`config.mk`:
```
export PLATFORM = sky130hd
export DESIGN_NAME = dotp_mult_seq
export DESIGN_NICKNAME = d
export VERILOG_FILES = /design/src/rtl/dotp_pkg.sv /design/src/rtl/dotp_acc.sv /design/src/rtl/dotp_mult_seq.sv
export SDC_FILE = /design/constraint.sdc
export NUM_CORES = 1
export LEC_CHECK = 0
export CORE_UTILIZATION = 49
export CTS_CLUSTER_SIZE = 20
export DETAILED_ROUTE_END_ITERATION = 8
export GPL_ROUTABILITY_DRIVEN = 1
export PLACE_DENSITY = 0.9
export RECOVER_POWER = 25
export SYNTH_ARGS = -nofsm -noshare
export SYNTH_HDL_FRONTEND = slang
export SYNTH_SLANG_ARGS = --single-unit
```
`constraint.sdc`:
```
create_clock -name clk -period 5.08 [get_ports clk]
set_clock_uncertainty 0.1 [all_clocks]
set_input_delay 1.016 -clock clk [delete_from_list [all_inputs] [get_ports clk]]
set_output_delay 1.016 -clock clk [all_outputs]
set_load 0.1 [all_outputs]
```
`src/rtl/dotp_pkg.sv`:
```
// rtl/dotp_pkg.sv - shared widths and FSM state encoding for dotp_mult_seq
package dotp_pkg;

  localparam int OP_W   = 4;
  localparam int PROD_W = 8;

  typedef enum logic [2:0] {
    S_ACCEPT  = 3'd0,
    S_ISSUE   = 3'd1,
    S_WAIT_LO = 3'd2,
    S_WAIT_HI = 3'd3,
    S_DONE    = 3'd4
  } state_t;

endpackage

```
`src/rtl/dotp_acc.sv`:
```
// rtl/dotp_acc.sv - dot product accumulator, wrapping or saturating (DOTP_SAT_EN)
module dotp_acc
  import dotp_pkg::*;
#(
  parameter int ACC_W = 12
) (
  input  logic              clk,
  input  logic              rst,
  input  logic              i_clr,
  input  logic              i_add_en,
  input  logic [PROD_W-1:0] i_addend,
  output logic [ACC_W-1:0]  o_acc,
  output logic              o_ovf
);

  logic [ACC_W-1:0] r_acc;

`ifdef DOTP_SAT_EN
  // One extra bit exposes the carry that signals a saturating add.
  logic [ACC_W:0] w_sum;
  logic           r_ovf;

  assign w_sum = {1'b0, r_acc} + (ACC_W+1)'(i_addend);

  // Accumulate, clamping at all-ones; overflow flag is sticky until clear.
  always_ff @(posedge clk or negedge rst) begin
    if (!rst) begin
      r_acc <= '0;
      r_ovf <= 1'b0;
    end else if (i_clr) begin
      r_acc <= '0;
      r_ovf <= 1'b0;
    end else if (i_add_en) begin
      if (w_sum[ACC_W]) begin
        r_acc <= '1;
        r_ovf <= 1'b1;
      end else begin
        r_acc <= w_sum[ACC_W-1:0];
      end
    end
  end

  assign o_ovf = r_ovf;
`else
  logic [ACC_W-1:0] w_sum;

  assign w_sum = r_acc + ACC_W'(i_addend);

  // Accumulate modulo 2^ACC_W.
  always_ff @(posedge clk or negedge rst) begin
    if (!rst) begin
      r_acc <= '0;
    end else if (i_clr) begin
      r_acc <= '0;
    end else if (i_add_en) begin
      r_acc <= w_sum;
    end
  end

  assign o_ovf = 1'b0;
`endif

  assign o_acc = r_acc;

endmodule

```
`src/rtl/dotp_mult_seq.sv`:
```
// rtl/dotp_mult_seq.sv - operand sequencer and dot product accumulator around the add-shift multiplier; option DOTP_SAT_EN
module dotp_mult_seq
  import dotp_pkg::*;
#(
  parameter int N_PAIRS = 4,
  parameter int ACC_W   = 12
) (
  input  logic              clk,
  input  logic              rst,
  input  logic              in_valid,
  output logic              in_ready,
  input  logic [OP_W-1:0]   in_a,
  input  logic [OP_W-1:0]   in_b,
  output logic              mult_start,
  output logic [OP_W-1:0]   mult_a,
  output logic [OP_W-1:0]   mult_b,
  input  logic              mult_ready,
  input  logic [PROD_W-1:0] mult_result,
  output logic              out_valid,
  input  logic              out_ready,
  output logic [ACC_W-1:0]  out_sum,
  output logic              out_ovf,
  output logic              busy
);

  localparam int CNT_W = (N_PAIRS > 1) ? $clog2(N_PAIRS) : 1;
  localparam logic [CNT_W-1:0] CNT_LAST = CNT_W'(N_PAIRS - 1);

  state_t            r_state;
  state_t            w_state_nxt;
  logic [CNT_W-1:0]  r_cnt;
  logic [OP_W-1:0]   r_mult_a;
  logic [OP_W-1:0]   r_mult_b;
  logic              w_latch;
  logic              w_add_en;
  logic              w_clr;
  logic              w_cnt_inc;
  logic              w_start;

  // State register.
  always_ff @(posedge clk or negedge rst) begin
    if (!rst) begin
      r_state <= S_ACCEPT;
    end else begin
      r_state <= w_state_nxt;
    end
  end

  // Next state and per-state strobes; the issue waits for an idle multiplier,
  // then a low-then-high on mult_ready marks a fresh product.
  always_comb begin
    w_state_nxt = r_state;
    w_latch     = 1'b0;
    w_add_en    = 1'b0;
    w_clr       = 1'b0;
    w_cnt_inc   = 1'b0;
    w_start     = 1'b0;
    case (r_state)
      S_ACCEPT: begin
        if (in_valid) begin
          w_latch     = 1'b1;
          w_state_nxt = S_ISSUE;
        end
      end
      S_ISSUE: begin
        w_start = mult_ready;
        if (mult_ready) begin
          w_state_nxt = S_WAIT_LO;
        end
      end
      S_WAIT_LO: begin
        if (!mult_ready) begin
          w_state_nxt = S_WAIT_HI;
        end
      end
      S_WAIT_HI: begin
        if (mult_ready) begin
          w_add_en = 1'b1;
          if (r_cnt == CNT_LAST) begin
            w_state_nxt = S_DONE;
          end else begin
            w_cnt_inc   = 1'b1;
            w_state_nxt = S_ACCEPT;
          end
        end
      end
      S_DONE: begin
        if (out_ready) begin
          w_clr       = 1'b1;
          w_state_nxt = S_ACCEPT;
        end
      end
      default: begin
        w_state_nxt = S_ACCEPT;
      end
    endcase
  end

  // Pair counter, cleared when the result is taken.
  always_ff @(posedge clk or negedge rst) begin
    if (!rst) begin
      r_cnt <= '0;
    end else if (w_clr) begin
      r_cnt <= '0;
    end else if (w_cnt_inc) begin
      r_cnt <= r_cnt + 1'b1;
    end
  end

  // Operand registers; only loaded on accept so they hold through the multiply.
  always_ff @(posedge clk or negedge rst) begin
    if (!rst) begin
      r_mult_a <= '0;
      r_mult_b <= '0;
    end else if (w_latch) begin
      r_mult_a <= in_a;
      r_mult_b <= in_b;
    end
  end

  dotp_acc #(
    .ACC_W (ACC_W)
  ) u_acc (
    .clk      (clk),
    .rst      (rst),
    .i_clr    (w_clr),
    .i_add_en (w_add_en),
    .i_addend (mult_result),
    .o_acc    (out_sum),
    .o_ovf    (out_ovf)
  );

  assign in_ready   = (r_state == S_ACCEPT);
  assign busy       = (r_state != S_ACCEPT);
  assign out_valid  = (r_state == S_DONE);
  assign mult_start = w_start;
  assign mult_a     = r_mult_a;
  assign mult_b     = r_mult_b;

endmodule

```
Word-level counts from Yosys, hierarchy flattened:

Cells that the tools add are included.

* flip-flop bits (word level): 25
* bits of input ports: 21

* reductions and logical operators: 5
* multiplexer cells: 21
* add/subtract/negate cells: 2
* eq/ne operators: 10

Operators with widths (count)
* 2-to-1 mux 12 bit: 2
* 2-to-1 mux 3 bit: 6
* one-hot mux 3 bit (5 select lines): 1
* adder 12 x 8 -> 12 bit: 1
* 2-to-1 mux 1 bit: 10
* inequality test 2 bit, second input constant: 4
* equality test 3 x 2 -> 1 bit, second input constant: 2
* AND reduction 5 bit: 1
* 2-to-1 mux 2 bit: 2
* nonzero test 2 bit: 2
* equality test 3 x 1 -> 1 bit, second input constant: 1
* equality test 3 bit, second input constant: 1
* logical NOT 3 bit: 1
* nonzero test 3 bit: 1
* adder 2 x 1 -> 2 bit, second input constant: 1
* equality test 2 bit, second input constant: 1
* inequality test 2 x 1 -> 1 bit, second input constant: 1

Depth between registers and ports, before layout:

Gate-level depths: netlist of run 1.

* depth after elaboration: 6
* gate-level depth with buffers: 7
* depth with buffers taken out: 7

Cells and area by module:

A second synthesis of run 1 with hierarchy kept.

* cell total of the unflattened synthesis: 134
* area, all modules: 1506.4 sq um

By module, submodules not included
* dotp_acc: seq. area each 300.3 sq um, instances 1, area an instance 879.6 sq um, cells each 86
* dotp_mult_seq: seq. area each 325.3 sq um, instances 1, area an instance 626.9 sq um, cells each 48

Worst setup path after synthesis of run 1:

Ideal clock, no wire load.

* path type: input -> output
* from: input port mult_ready
* to: output port mult_start
* arrival time: 3.116 ns
* path buffers: 0
* slack: 0.848 ns
* data required time: 3.964 ns
* stages: 2
* cell sequence: nand2_1 nor3_1

* cells in the longest elaborated chain, start to end: 1

RTL lines
* start: declaration: RTL line dotp_mult_seq.sv:17 `input logic mult_ready,`
* 2-to-1 mux 1 bit: RTL line dotp_mult_seq.sv:58 `case (r_state)`
* end: declaration: RTL line dotp_mult_seq.sv:14 `output logic mult_start,`

Every way passes these cells.

Final worst setup path of run 1:

* from: register r_state[2]
* to: output port in_ready

* cells in the longest elaborated chain, start to end: 1

RTL lines
* start: declaration: RTL line dotp_mult_seq.sv:29 `state_t r_state;`
* start signal: assignment: RTL line dotp_mult_seq.sv:45 `r_state <= w_state_nxt;`
* logical NOT 3 bit: RTL line dotp_mult_seq.sv:133 `assign in_ready = (r_state == S_ACCEPT);`
* end: declaration: RTL line dotp_mult_seq.sv:11 `output logic in_ready,`

Every way passes these cells.

==> Flow_metrics.wiki, run 1 <==
{| class="wikitable"
! Metric !! Value
|-
| Hold Violations, Final || 0
|-
| Count of vias placed by the detailed router || 1,191
|-
| Clk_lat worst skew || 0.32 ns
|-
| Total routed wirelength || just under 3000 µm
|-
| #FFs+latches synth || 25
|-
| Residual overflow from global routing || 0
|-
| Final core utilization || 67.4%
|-
| Number of top-level design ports || 46
|-
| Complex-gate fraction of the synthesized area || 17.5%
|-
| Number of instances in the synthesized netlist || about 140
|-
| Met1 layer wirelength in the final routing || 1240 µm
|-
| Count of max-cap constraint violations || 0
|-
| DR pass1 iterations || 4
|-
| Cell with the most instances after synthesis || dfrtp_1
|-
| Pin count of the biggest net entering global routing || 26
|-
| Biggest fanout along the worst timing path || 8
|-
| Port-buffer cells || 44
|-
| Die Height || 56.2 µm
|-
| Final critical-path share of the clock period || 68.8%
|-
| Leading cell types by count after synthesis || dfrtp_1, o21ai_0, nand2_1, nand3_1, ha_1
|-
| GRT Resource Usage Total || 20.3%
|-
| Type of element launching the critical path || flip-flop
|-
| Layout Nets || 211
|-
| Worst-case headroom to the max-slew limit || around 26%
|-
| Clock slew at the register clock pins of the worst setup and hold paths || 0.13 ns
|-
| Time the final worst path needs with I/O delays and setup || between 3 and 4 ns
|-
| Sum Neg Setup Slack || 0 ns
|-
| CTS H-tree depth || 1
|-
| Data arrival time of the critical path || roughly 2.4 ns
|-
| Slew at the pin closest to its max-slew limit || 1.11 ns
|-
| Count of different cell masters after synthesis || 37
|-
| Number of buffers and inverters on the critical path || 2
|-
| Worst path max stage delay || 1.12 ns
|-
| Highest signal layer in the routed design || met4
|-
| Syn. warnings || 0
|-
| Share of layout cells above drive strength 1 || around 6.7%
|-
| Synthesized Nets || 166
|-
| Main combinational cell family by area after synthesis || compound AO/OA/AOI/OAI gates
|-
| Origin of the worst setup path || r_state[2]$_DFFE_PN0P_
|-
| Cell family contributing the most delay on the critical path || buffers and inverters
|-
| Placed cells || 206
|-
| Number of buffers inserted during clock tree synthesis || 3
|-
| RSZ-0062 raised after global routing || false
|-
| Final std cells w/o fill || 210
|-
| Number of flops mapped to enable cells by yosys || 0
|-
| Classification of the worst-slack hold path || flip-flop to flip-flop
|-
| Kind of critical path || flip-flop to output port
|-
| Clock tree from TritonCTS || done
|-
| Maximum achievable frequency || 0.286 GHz
|-
| Number of antenna diodes || 0
|-
| Arithmetic-cell share of the synthesized area counting full adders, half adders and majority gates || 9.20%
|-
| Clk sinks || 25
|-
| Standard-cell rows || 19
|-
| Fraction of post-synthesis cell area in the top cell type by area || 43.4%
|-
| Number of antenna violations at the first check in global routing || 0
|-
| Hpwl dp || 2280 µm
|-
| Syn_area_per_cell || between 10 and 15 µm²
|-
| Fraction of synthesis flops using an asynchronous set or reset pin || between 90% and 100%
|-
| Hold Buf Count CTS || 0
|-
| Clock root buffer master || clkbuf_4
|-
| DRC errors left || 0
|-
| Portion of netlist area occupied by mux cells || 9.11%
|-
| Cell-by-cell trace of the critical path || or3_4 -> inv_2 -> clkdlybuf4s50_1
|-
| Biggest area consumer among synthesized cells || dfrtp_1
|-
| Routability congestion estimate || 0.907
|-
| Result of the run || completed
|-
| Reg2Reg Launch Point || u_acc.o_acc[0]$_DFFE_PN0P_
|-
| Initial Util || 51.8%
|-
| Met3 layer wire length in the routed design || approximately 110 µm
|-
| Leading register cell type out of synthesis || dfrtp_1
|-
| First-pass GRT wire length || 4970 µm
|-
| Share of synthesized area occupied by flip-flops and latches || between 40% and 50%
|-
| Count of endpoints failing setup in the final report || 0
|-
| Required time of the worst setup path || around 4.0 ns
|-
| Area growth syn-to-layout || 30.1%
|-
| Number of vias per cell after detailed routing || ~5.7
|-
| Post-cts resize count || 0
|-
| Dominant cells by area after synthesis || dfrtp_1, mux2_4, ha_1
|-
| Synthesized-area fraction occupied by and/or/nand/nor cells || 14.2%
|-
| Clock Tree Buf Depth || 2
|-
| Core ar. || 2780 µm²
|-
| Source of the worst hold timing path || mult_a[3]$_DFFE_PN0P_
|-
| Cell area after technology mapping || 1440 µm²
|-
| Horizontal extent of the die || 56.2 µm
|-
| Residual antenna-violating net count after detailed routing || 0
|-
| Number of DRC violations after detailed-routing iteration 0 || 24
|-
| Die outline area || 3160 µm²
|-
| Critical Path Sink Type || output port
|-
| Fraction of synthesized cell area in xor and xnor cells || 3.04%
|-
| Cell with the largest stage delay on the worst path || clkdlybuf4s50_1
|-
| Routed len/inst || 14.0 µm
|-
| Final Max Slew Viols || 0
|-
| Buffers inserted during post-CTS setup optimization || 0
|-
| Routed met2 length || roughly 1600 µm
|-
| Via count of the first global-routing pass || 1,180
|}
==> metrics by stage <==
| step | setup WS, ns | cell area [µm²] | hold WS [ns] |
|---|---|---|---|
| after detailed placement | 1.84 | 1880 | 0.396 |
| after floorplan | 0.848 | 1440 | 0.370 |
| after global placement | 1.88 | 1880 | 0.377 |
| final | 1.58 | 1880 | 0.408 |
| after CTS | 1.57 | 1910 | 0.420 |
| after global routing | 1.48 | 1880 | 0.436 |
==> worst paths after layout <==
kind | cells past startpoint | slack (ns) | end
setup / recovery | 3 | 1.58 | in_ready
hold / removal | 1 | 0.41 | mult_a[3]$_DFFE_PN0P_
setup reg to reg | 7 | 2.89 | u_acc.o_acc[6]$_DFFE_PN0P_
hold reg to reg | 1 | 0.41 | mult_a[3]$_DFFE_PN0P_
max in group asynchronous | 1 | 2.98 | u_acc.o_acc[3]$_DFFE_PN0P_
min in group asynchronous | 1 | 1.24 | u_acc.o_acc[6]$_DFFE_PN0P_
==> state kept, by name, indices dropped and copies added (netlist names) <==
name,count
u_acc.o_acc,12
mult_a,4
mult_b,4
r_state,3
r_cnt,2
==> final cells by class <==
class	instances	area (µm²)
multi-input cells	104	739
clock buffers	4	26.3
well taps	31	38.8
repair buffers	44	438
fillers	236	906
inverters	2	7.51
flip-flops and latches	25	626
==> cell families (layout without fill, tap and decap cells) <==
| logic type | Yosys count | after routing |
|---|---|---|
| multiplexers | 9 | 9 |
| adder cells (fa/ha/maj) | 10 | 10 |
| buffers and inverters | 6 | 50 |
| flip-flops | 25 | 25 |
| AO/OA/AOI/OAI | 40 | 40 |
| other | 1 | 1 |
| XOR/XNOR | 5 | 5 |
| AND/OR/NAND/NOR | 39 | 39 |
==> layer usage <==
metal,global-route usage (%),vias up
met3,4.88,4
met1,24.8,586
li1,-,580
met5,0,-
met2,34.2,21
met4,8.36,0
==> layout by cell type (no fill, tap or decap), types with 2 or more instances in the layout <==
| cell type | n |
|---|---|
| o211ai_1 | 3 |
| a21o_1 | 3 |
| nor2_1 | 8 |
| o31ai_1 | 2 |
| dlygate4sd3_1 | 2 |
| a21oi_1 | 4 |
| nor3_1 | 2 |
| a211oi_1 | 4 |
| dfrtp_1 | 25 |
| o21ai_0 | 18 |
| clkdlybuf4s50_1 | 41 |
| clkbuf_4 | 3 |
| o21bai_1 | 2 |
| xor2_1 | 4 |
| nand2_1 | 10 |
| ha_1 | 9 |
| mux2_1 | 7 |
| nand3_1 | 10 |
Power of run 1 is not shown: default switching activity piles up to over one toggle a cycle in this logic, so the estimate is an artifact.
==> run 2: changes to the inputs <==
--- a/config.mk
+++ b/config.mk
@@ -5,11 +5,11 @@
 export SDC_FILE = /design/constraint.sdc
 export NUM_CORES = 1
 export LEC_CHECK = 0
-export CORE_UTILIZATION = 49
+export CORE_UTILIZATION = 41
 export CTS_CLUSTER_SIZE = 20
 export DETAILED_ROUTE_END_ITERATION = 8
 export GPL_ROUTABILITY_DRIVEN = 1
-export PLACE_DENSITY = 0.9
+export PLACE_DENSITY = 0.81
 export RECOVER_POWER = 25
 export SYNTH_ARGS = -nofsm -noshare
 export SYNTH_HDL_FRONTEND = slang
==> constraint.sdc (replaced) <==
create_clock -name clk -period 2.9 [get_ports clk]
set_clock_uncertainty 0.1 [all_clocks]
set_input_delay 0.58 -clock clk [delete_from_list [all_inputs] [get_ports clk]]
set_output_delay 0.58 -clock clk [all_outputs]
set_load 0.1 [all_outputs]
==> run 2 against run 1 <==
Clock-buffer cell count fell by 1. Cell area rose by 1.7%. Worst setup slack got worse by 1.0 ns. Via count rose by 0.67%. Register-to-register slack got worse by 2.1 ns. Critical endpoint is now u_acc.o_acc[8]$_DFFE_PN0P_. Die area rose by 19%. Sequential share of layout area fell by 0.57 points. Flip-flop and latch count did not move. Non-clock buffer count rose by 3. Worst hold slack got worse by 0.00096 ns. Critical path depth rose by 6. Utilization fell by 11 points.
==> Flow_metrics.wiki, run 2 (same netlist as run 1, synthesis figures left out) <==
{| class="wikitable"
! Metric !! Value
|-
| DRC errors left || 0
|-
| RSZ-0062 raised after global routing || false
|-
| Sum Neg Setup Slack || 0 ns
|-
| Number of DRC violations after detailed-routing iteration 0 || 45
|-
| Clk_lat worst skew || 0.32 ns
|-
| Required time of the worst setup path || 3.06 ns
|-
| Kind of critical path || primary input to flip-flop
|-
| Number of antenna violations at the first check in global routing || 0
|-
| Standard-cell rows || 21
|-
| Worst-case headroom to the max-slew limit || approximately an eighth
|-
| Total routed wirelength || between 3000 and 4000 µm
|-
| Horizontal extent of the die || 61.3 µm
|-
| Die Height || 61.3 µm
|-
| Hpwl dp || 2330 µm
|-
| Clock root buffer master || clkbuf_4
|-
| Core ar. || 3360 µm²
|-
| Clock tree from TritonCTS || done
|-
| Pin count of the biggest net entering global routing || 26
|-
| Setup WS post-layout || about 0.54 ns
|-
| Share of layout cells above drive strength 1 || 26.4%
|-
| Routability congestion estimate || just under 0.9
|-
| Final Max Slew Viols || 0
|-
| Critical Path Sink Type || flip-flop
|-
| Area growth syn-to-layout || 32.4%
|-
| Die outline area || 3760 µm²
|-
| Clock Tree Buf Depth || 2
|-
| Pre-CTS setup slack || 0.210 ns
|-
| Post-cts resize count || 0
|-
| Commonest cells after routing, fill and taps aside || dfrtp_1, buf_4, clkdlybuf4s50_1
|-
| Cell family contributing the most delay on the critical path || adder cells
|-
| Cell seen most often among critical-path stages || nand3_1
|-
| Classification of the worst-slack hold path || flip-flop to flip-flop
|-
| Worst path max stage delay || 0.44 ns
|-
| Result of the run || completed
|-
| DR pass1 iterations || 4
|-
| Port-buffer cells || 44
|-
| Final critical-path share of the clock period || 81.4%
|-
| Buffers inserted during post-CTS setup optimization || 0
|-
| Layout Nets || 214
|-
| Number of buffers and inverters on the critical path || 2
|-
| Count of vias placed by the detailed router || between 1k and 1.5k
|-
| Time the final worst path needs with I/O delays and setup || 2.36 ns
|-
| Count of max-cap constraint violations || 0
|-
| Number of buffers inserted during clock tree synthesis || 3
|-
| Residual overflow from global routing || 0
|-
| Type of element launching the critical path || primary input
|-
| Biggest fanout along the worst timing path || 3
|-
| Crit path depth || 9
|-
| Cell with the largest stage delay on the worst path || fa_1
|-
| Data arrival time of the critical path || approximately 2.5 ns
|-
| Slew at the pin closest to its max-slew limit || 1.33 ns
|-
| Routed len/inst || 13.5 µm
|-
| Residual antenna-violating net count after detailed routing || 0
|-
| Hold Buf Count CTS || 0
|-
| GRT Resource Usage Total || 17.5%
|-
| Logic depth of the worst register-to-register path || 8
|-
| Instance count along the most critical hold path || 1
|-
| Count of endpoints failing setup in the final report || 0
|-
| Maximum achievable frequency || 0.423 GHz
|-
| Clk sinks || 25
|-
| Initial Util || ~43%
|-
| Number of antenna diodes || 0
|-
| Number of flip-flops in the largest register || 12
|-
| Cell-by-cell trace of the critical path || clkdlybuf4s50_1 -> ha_1 -> fa_1 -> a211oi_1 -> buf_4 -> o211ai_1 -> nand3_1 -> nand3_1 -> o21ai_0
|-
| First-pass GRT wire length || roughly 4800 µm
|-
| CTS H-tree depth || 1
|-
| Via count of the first global-routing pass || 1,077
|-
| Hold Violations, Final || 0
|-
| Number of top-level design ports || 46
|-
| Number of vias per cell after detailed routing || between 5 and 6
|-
| Clock slew at the register clock pins of the worst setup and hold paths || 0.15 ns
|}
## run 2: area by class of cell
| cell class | count | area [µm²] |
|---|---|---|
| Fill cell | 327 | 1460 |
| Sequential cell | 25 | 626 |
| Tap cell | 46 | 57.6 |
| Inverter | 2 | 7.51 |
| Clock inverter | 1 | 8.76 |
| Multi-Input combinational cell | 104 | 774 |
| Timing Repair Buffer | 47 | 412 |
| Clock buffer | 3 | 22.5 |
## run 2: worst paths after layout
check,endpoint,slack (ns),from
setup reg to reg,u_acc.o_acc[8]$_DFFE_PN0P_,0.79,u_acc.o_acc[0]$_DFFE_PN0P_
max in group asynchronous,u_acc.o_acc[0]$_DFFE_PN0P_,0.98,rst
hold reg to reg,u_acc.o_acc[11]$_DFFE_PN0P_,0.41,u_acc.o_acc[11]$_DFFE_PN0P_
hold / removal,u_acc.o_acc[11]$_DFFE_PN0P_,0.41,u_acc.o_acc[11]$_DFFE_PN0P_
min in group asynchronous,u_acc.o_acc[11]$_DFFE_PN0P_,0.95,rst
setup / recovery,u_acc.o_acc[8]$_DFFE_PN0P_,0.54,mult_result[0]
## run 2: routing by layer
metal  vias to the layer above  wire [µm]  track usage, %
met5                         -          0               0
met4                         0         20            4.87
met3                         2         91            2.73
met2                        17       1500            27.8
met1                       590       1460            24.7
li1                        590          -               -
## run 2: per-stage QoR
| stage | cells | util [%] | cell area, µm² | hold WS, ns |
|---|---|---|---|---|
| 3_3_place_gp | 224 | 55.9 | 1880 | 0.378 |
| 3_5_place_dp | 224 | 55.9 | 1880 | 0.384 |
| 4_1_cts | 228 | 56.8 | 1910 | 0.404 |
| 2_1_floorplan | 135 | - | 1450 | 0.184 |
| 5_1_grt | 228 | 56.7 | 1910 | 0.437 |
| 6_report | 228 | 56.7 | 1910 | 0.407 |
Power of run 2 is left out for the same reason.
